$ cat config.mk
export PLATFORM = sky130hd
export DESIGN_NAME = rgb_pwm_gen
export DESIGN_NICKNAME = d
export VERILOG_FILES = /design/src/rtl/rgb_pwm_gen_pkg.sv /design/src/rtl/rgb_pwm_gen_ch.sv /design/src/rtl/rgb_pwm_gen.sv
export SDC_FILE = /design/constraint.sdc
export NUM_CORES = 1
export LEC_CHECK = 0
export BUFFER_PORTS_ARGS = -buffer_cell sky130_fd_sc_hd__buf_4
export CAP_MARGIN = 15
export CORE_UTILIZATION = 65
export CTS_BUF_LIST = sky130_fd_sc_hd__clkbuf_4
export CTS_CLUSTER_DIAMETER = 100
export DETAILED_ROUTE_END_ITERATION = 6
export PLACE_DENSITY = 0.88
export SLEW_MARGIN = 20
export SYNTH_ARGS = -nofsm -noshare
export SYNTH_HDL_FRONTEND = slang
export SYNTH_SLANG_ARGS = --single-unit
$ cat constraint.sdc
create_clock -name clk_div -period 6.05 [get_ports clk_div]
set_input_delay 1.5125 -clock clk_div [delete_from_list [all_inputs] [get_ports clk_div]]
set_output_delay 1.5125 -clock clk_div [all_outputs]
set_load 0.05 [all_outputs]
$ cat src/rtl/rgb_pwm_gen_pkg.sv
// Shared definitions for the three-channel RGB PWM output stage.
package rgb_pwm_gen_pkg;

   localparam int PWM_WIDTH   = 8;
   localparam int PWM_CNT_MAX = 2**PWM_WIDTH - 2;

   typedef enum logic [1:0] {
      IDLE  = 2'd0,
      RUN   = 2'd1,
      DRAIN = 2'd2
   } state_t;

endpackage

$ cat src/rtl/rgb_pwm_gen_ch.sv
// One PWM channel: pending/active duty double buffer plus registered compare.
module pwm_cmp_ch
   import rgb_pwm_gen_pkg::*;
#(
   parameter int WIDTH        = PWM_WIDTH,
   parameter int DEFAULT_DUTY = 0
) (
   input  logic             clk_div,
   input  logic             rst,
   input  logic             load_i,
   input  logic             xfer_i,
   input  logic             run_i,
   input  logic             inv_i,
   input  logic [WIDTH-1:0] cnt_i,
   input  logic [WIDTH-1:0] duty_i,
   output logic             pwm_o
);

   logic [WIDTH-1:0] pend_q, pend_d;
   logic [WIDTH-1:0] act_q, act_d;
   logic             pwm_q, pwm_d;

   // Next-state: a load coinciding with a transfer bypasses the pending register.
   always_comb begin
      pend_d = load_i ? duty_i : pend_q;
      act_d  = act_q;
      if (xfer_i) begin
         act_d = load_i ? duty_i : pend_q;
      end
      pwm_d = run_i ? ((cnt_i < act_q) ^ inv_i) : inv_i;
   end

   // Duty registers and the output pin register, cleared asynchronously.
   always_ff @(posedge clk_div or posedge rst) begin
      if (rst) begin
         pend_q <= WIDTH'(DEFAULT_DUTY);
         act_q  <= WIDTH'(DEFAULT_DUTY);
         pwm_q  <= 1'b0;
      end else begin
         pend_q <= pend_d;
         act_q  <= act_d;
         pwm_q  <= pwm_d;
      end
   end

   assign pwm_o = pwm_q;

endmodule

$ cat src/rtl/rgb_pwm_gen.sv
// RGB PWM generator top: period counter, run/drain FSM, transfer and ack strobes.
module rgb_pwm_gen
   import rgb_pwm_gen_pkg::*;
#(
   parameter int WIDTH        = PWM_WIDTH,
   parameter int CNT_MAX      = 2**WIDTH - 2,
   parameter int DEFAULT_DUTY = 0
) (
   input  logic             clk_div,
   input  logic             rst,
   input  logic             en,
   input  logic             inv,
   input  logic             duty_load,
   input  logic [WIDTH-1:0] duty_r,
   input  logic [WIDTH-1:0] duty_g,
   input  logic [WIDTH-1:0] duty_b,
   output logic             pwm_r,
   output logic             pwm_g,
   output logic             pwm_b,
   output logic             period_start,
   output logic             load_ack,
   output logic             busy
);

   localparam logic [WIDTH-1:0] CNT_LAST = WIDTH'(CNT_MAX);

   state_t           state_q, state_d;
   logic [WIDTH-1:0] cnt_q, cnt_d;
   logic             pend_v_q, pend_v_d;
   logic             ps_q, ps_d;
   logic             ack_q;
   logic             run_w, wrap_w, xfer_w;

   // Illegal encoding 3 decodes as not running, so it behaves like IDLE for one edge.
   assign run_w  = (state_q == RUN) || (state_q == DRAIN);
   assign wrap_w = run_w && (cnt_q == CNT_LAST);
   assign xfer_w = (!run_w || wrap_w) && (pend_v_q || duty_load);

   // Next state, counter and strobes; the counter is parked at 0 outside RUN/DRAIN.
   always_comb begin
      state_d = state_q;
      unique case (state_q)
         IDLE:    if (en) state_d = RUN;
         RUN:     if (!en) state_d = DRAIN;
         DRAIN:   if (en) state_d = RUN;
                  else if (wrap_w) state_d = IDLE;
         default: state_d = IDLE;
      endcase
      cnt_d    = (!run_w || wrap_w) ? '0 : cnt_q + 1'b1;
      pend_v_d = xfer_w ? 1'b0 : (duty_load ? 1'b1 : pend_v_q);
      ps_d     = (state_d != IDLE) && (cnt_d == '0);
   end

   // FSM, counter and registered control strobes.
   always_ff @(posedge clk_div or posedge rst) begin
      if (rst) begin
         state_q  <= IDLE;
         cnt_q    <= '0;
         pend_v_q <= 1'b0;
         ps_q     <= 1'b0;
         ack_q    <= 1'b0;
      end else begin
         state_q  <= state_d;
         cnt_q    <= cnt_d;
         pend_v_q <= pend_v_d;
         ps_q     <= ps_d;
         ack_q    <= xfer_w;
      end
   end

   pwm_cmp_ch #(.WIDTH(WIDTH), .DEFAULT_DUTY(DEFAULT_DUTY)) u_ch_r (
      .clk_div(clk_div), .rst(rst), .load_i(duty_load), .xfer_i(xfer_w),
      .run_i(run_w), .inv_i(inv), .cnt_i(cnt_q), .duty_i(duty_r), .pwm_o(pwm_r)
   );

   pwm_cmp_ch #(.WIDTH(WIDTH), .DEFAULT_DUTY(DEFAULT_DUTY)) u_ch_g (
      .clk_div(clk_div), .rst(rst), .load_i(duty_load), .xfer_i(xfer_w),
      .run_i(run_w), .inv_i(inv), .cnt_i(cnt_q), .duty_i(duty_g), .pwm_o(pwm_g)
   );

   pwm_cmp_ch #(.WIDTH(WIDTH), .DEFAULT_DUTY(DEFAULT_DUTY)) u_ch_b (
      .clk_div(clk_div), .rst(rst), .load_i(duty_load), .xfer_i(xfer_w),
      .run_i(run_w), .inv_i(inv), .cnt_i(cnt_q), .duty_i(duty_b), .pwm_o(pwm_b)
   );

   assign period_start = ps_q;
   assign load_ack     = ack_q;
   assign busy         = run_w;

endmodule

== Word-level counts from Yosys, hierarchy flattened ==
Index checks and enable logic that the tools add are counted.

* $lt $le $gt $ge: 3
* Multiplexer cells: 14
* Eq/ne operators: 3
* Bitwise logic cells: 3
* Reduce and logical (&&, ||, !) cells: 11
* $add $sub $neg: 1

{| class="wikitable"
|+ Operators by type and width
! kind !! count
|-
| 8-bit 2-to-1 mux || 4
|-
| 8-bit < comparator || 3
|-
| 8-bit by 1-bit adder with 8-bit output (second input constant) || 1
|-
| 8-bit == test (second input constant) || 1
|-
| 8-bit logical NOT || 1
|-
| 2-bit 2-to-1 mux || 4
|-
| 2-bit one-hot mux with 3 select lines || 1
|-
| 1-bit 2-to-1 mux || 5
|-
| 2-bit nonzero test || 2
|-
| 1-bit logical AND || 3
|-
| 1-bit logical OR || 3
|-
| 1-bit XOR || 3
|-
| 2-bit by 1-bit == test with 1-bit output (second input constant) || 1
|-
| 2-bit == test (second input constant) || 1
|-
| 2-bit logical NOT || 1
|-
| 1-bit logical NOT || 1
|}

* Register bits after elaboration: 64

== Longest topological paths before layout ==
* Depth in word-level cells: 8
* Depth in mapped cells: 9
* Depth with buffers taken out: 7

== By module ==
A second synthesis with hierarchy kept.

* Cell total of the unflattened synthesis: 291
* Area, all modules: 3324.4 um^2

{| class="wikitable"
|+ Modules (own cells, without submodules)
! module !! times used !! cells an instance !! area an instance (um^2)
|-
| pwm_cmp_ch || 3 || 68 || 838.3
|-
| rgb_pwm_gen || 1 || 87 || 809.5
|}

== Least setup slack after synthesis ==
Ideal clock, no wire load.

* Kind: input -> register
* Start: input duty_load
* End: register u_ch_b.act_q[7]
* Path slack: 3427 ps
* Path buffers: 2
* Required time: 5933 ps
* Arrival time: 2505 ps
* Cell stages on the path: 5
* Cells stage by stage: clkbuf_1 > buf_2 > mux2_2 > nand2_2 > o21ai_2

* Longest elaborated chain between the ends: 2
* Elaborated cells on any way between the ends: 3

{| class="wikitable"
|+ Ends and longest elaborated chain
! element !! line !! text
|-
| start, declared || rgb_pwm_gen.sv:13 || <nowiki>input logic duty_load,</nowiki>
|-
| 1-bit logical OR || rgb_pwm_gen.sv:37 || <nowiki>assign xfer_w = (!run_w || wrap_w) && (pend_v_q || duty_load);</nowiki>
|-
| 1-bit logical AND || rgb_pwm_gen.sv:37 ||
|-
| end signal, assigned || rgb_pwm_gen_ch.sv:37 || <nowiki>act_q <= WIDTH'(DEFAULT_DUTY);</nowiki>
|-
| end signal, assigned || rgb_pwm_gen_ch.sv:41 || <nowiki>act_q <= act_d;</nowiki>
|-
| end, declared || rgb_pwm_gen_ch.sv:20 || <nowiki>logic [WIDTH-1:0] act_q, act_d;</nowiki>
|}

Several ways; a longest one is shown, not always the timed one.
A chain may end at the register's enable or synchronous reset.

== Final worst setup path ==
* Start: register state_q[1]
* End: output busy

* Longest elaborated chain between the ends: 2
* Elaborated cells on any way between the ends: 3

{| class="wikitable"
|+ Ends and longest elaborated chain
! element !! line !! text
|-
| start, declared || rgb_pwm_gen.sv:27 || <nowiki>state_t state_q, state_d;</nowiki>
|-
| start signal, assigned || rgb_pwm_gen.sv:63 || <nowiki>state_q <= state_d;</nowiki>
|-
| 2-bit by 1-bit == test with 1-bit output or 2-bit == test (tied branches) || rgb_pwm_gen.sv:35 || <nowiki>assign run_w = (state_q == RUN) || (state_q == DRAIN);</nowiki>
|-
| 1-bit logical OR * || rgb_pwm_gen.sv:35 ||
|-
| end, declared || rgb_pwm_gen.sv:22 || <nowiki>output logic busy</nowiki>
|}

Every way passes the cells marked *; elsewhere a longest branch is shown, timed or not.

==> impl_metrics.yaml <==
status:
  outcome: "completed"
logic_synthesis:
  ys_warn_count: 0
  synthDistinctLibCells: 37
  yosys.cell_count.top_type: "dfrtp_1"
  ys_seq_elements: 64
  synth_area_leader_cell: "dfrtp_1"
  postSynthCellCount: 288
  synth_flop_cell: "dfrtp_1"
  netlist_area_um2: 3280
  synth_edf_count: 0
  syn-num-nets: 344
  ys_seq_area_share_pct: 48.9
  synth_common_cells: "dfrtp_1 (64), inv_1 (28), ha_1 (27)"
  synth_area_leaders: "dfrtp_1 (49%), ha_1 (10%), mux2_2 (8.2%)"
  synth-async-reset-ratio_pct: 100
  synth_area_per_cell_um2: 11.4
  yosys.area.top_type_share_pct: 48.9
placement:
  hpwl_um: 3880
  gp_congestion: 0.837
  port_buffers: 34
grt:
  grt_usage_pct: 24.7
  grt_max_degree: 65
  grt_first_pass_wirelength_um: 9620
  antenna_found_initial: 0
  grt-ovfl-total: 0
  grt_pass1_vias: 2177
floorplan:
  die_w_um: 73.0
  die_h_um: 73.0
  pin_count: 35
  initial_core_util_pct: 68.5
  coreArea_um2: 4790
  num_rows: 25
  dieArea_um2: 5330
drt:
  first_pass_iters: 5
  via_per_inst: 5.44
  ant_nets: 0
  dr.first_iter.drc_count: 60
  avgRoutedWirePerCell_um: 14.4
  via_count: 2153
  post-route-drc-count: 0
  routed_wl_um: 5680
power:
  power_density_nw_per_um2: 448
  p_leak_nw: 1.74
  ir_drop_v: 0.000404
run:
  cap_violations: 0
min_path:
  hold_class: "register to register"
critical_path:
  path_class: "register to primary output"
  path_cells: "inv_1 -> ha_1 -> buf_4"
  cp_top_family: "adder cells"
  cp-end-kind: "primary output"
  crit_arrival_ps: 1700
  critPathMaxFanout: 7
  critical-path-max-stage-delay_ps: 490
  critPathBufInv: 2
  cp.required_ps: 4540
  cp_slowest_cell: "ha_1"
  start_kind: "register"
clock_tree:
  ctsResizeCount: 0
  cts-root-buf: "clkbuf_4"
  cts_made_buffers: 9
  cts_setup_buffers: 0
  clk_latency_ps: 410
  holdBufCountCts: 0
  clk_pin_slew_ps: 100
  clock_path_buffers: 2
  cts_num_sinks: 64
  cts_tree: "yes"
  clock_tree.htree_level_count: 3
sta:
  slew_headroom_pct: 47.6
  hold_viol_final: 0
  setup_viol: 0
  clock_skew_ps: 10.8
  period_needed_ps: 3210
  grt_setup_unrepaired: "false"
  slew_viol_final: 0
  fmax_mhz: 311
  fin_crit_sh_pct: 53.1
  worst_pin_slew_ps: 786
  setup_tns_ps: 0
final_layout:
  syn_to_final_growth_pct: 11.5
  fillers: 334
  drive_gt1_share_pct: 34.3
  fin_nets: 380
  post-route-util_pct: 76.3
  antenna_cells: 0
cell type report:
cell class	count	area (um^2)	area share, %
clock inverter	5	47.5	1.30
sequential	64	1600	43.8
inverter	28	105	2.88
multi-input combinational	186	1470	40.2
tap	67	83.8	2.29
timing repair buffer	35	263	7.19
clock buffer	11	82.6	2.26
flip-flops by register name (all words and copies together), names as in the netlist:
name,flops
u_ch_g.pend_q,8
u_ch_g.pwm_o,1
pend_v_q,1
period_start,1
u_ch_b.act_q,8
u_ch_r.pwm_o,1
cnt_q,8
u_ch_b.pend_q,8
load_ack,1
u_ch_b.pwm_o,1
u_ch_r.pend_q,8
u_ch_r.act_q,8
state_q,2
u_ch_g.act_q,8
cells by family (layout without fill, tap and decap cells):
| group | after synthesis | after routing | share of synthesized area [%] |
|---|---|---|---|
| multiplexers | 27 | 27 | 9.27 |
| XOR/XNOR | 10 | 10 | 2.67 |
| adder cells (fa/ha/maj) | 27 | 27 | 10.3 |
| flip-flops | 64 | 64 | 48.9 |
| AND/OR/NAND/NOR | 69 | 69 | 11.0 |
| buffers and inverters | 38 | 79 | 6.30 |
| AO/OA/AOI/OAI | 53 | 53 | 11.6 |
through the flow:
step	area, um^2	hold slack, ps	std cells	worst slack (ps)	power (mW)
2_1_floorplan	3280	459	288	2940	1.26
3_3_place_gp	3520	472	380	3060	1.32
3_5_place_dp	3520	479	380	3020	1.37
4_1_cts	3650	503	396	2810	1.65
5_1_grt	3650	525	396	2780	1.74
6_report	3650	499	396	2840	1.64
power breakdown:
part           switching, mW  total (mW)  internal [mW]
Sequential            0.0586       0.617          0.558
Clock                  0.146       0.278          0.131
Combinational          0.470       0.743          0.273
cells in the final DEF, fill, tap and decap left out, types with 2 or more instances in the layout:
cell / synthesis / layout
clkinv_2: 0 / 2
nor3_1: 2 / 2
xnor2_1: 5 / 5
inv_1: 28 / 27
nand2b_1: 4 / 4
o2111ai_1: 3 / 3
o21ai_2: 18 / 18
nand2_2: 18 / 18
nor2_1: 15 / 15
mux2_1: 3 / 3
o21ai_0: 7 / 7
o21ai_1: 3 / 3
xor2_1: 5 / 5
clkinv_1: 0 / 2
a21oi_1: 13 / 13
dfrtp_1: 64 / 64
clkbuf_4: 0 / 11
nand3_1: 4 / 4
nand2_1: 18 / 18
mux2_2: 24 / 24
a31oi_1: 3 / 3
nor2b_1: 2 / 2
buf_4: 0 / 35
ha_1: 27 / 27
routing by layer:
metal	vias to the layer above	track usage, %	part of all wire, %
li1	1052	-	-
met1	1022	28.3	43
met2	58	42.2	50
met3	21	6.49	4.1
met4	0	13.1	2.8
met5	-	0	0
final timing paths:
| kind | cells after the start | start | endpoint | slack (ps) |
|---|---|---|---|---|
| worst max-delay path | 3 | state_q[1]$_DFF_PP0_ | busy | 2840 |
| worst min-delay path | 1 | u_ch_b.act_q[0]$_DFFE_PP0P_ | u_ch_b.act_q[0]$_DFFE_PP0P_ | 500 |
| worst max register to register | 5 | cnt_q[1]$_DFF_PP0_ | u_ch_g.act_q[0]$_DFFE_PP0P_ | 3650 |
| worst min register to register | 1 | u_ch_b.act_q[0]$_DFFE_PP0P_ | u_ch_b.act_q[0]$_DFFE_PP0P_ | 500 |
| max in group asynchronous | 3 | rst | state_q[1]$_DFF_PP0_ | 4210 |
| min in group asynchronous | 3 | rst | u_ch_g.act_q[2]$_DFFE_PP0P_ | 1330 |
(Power assumes the default switching activity.)
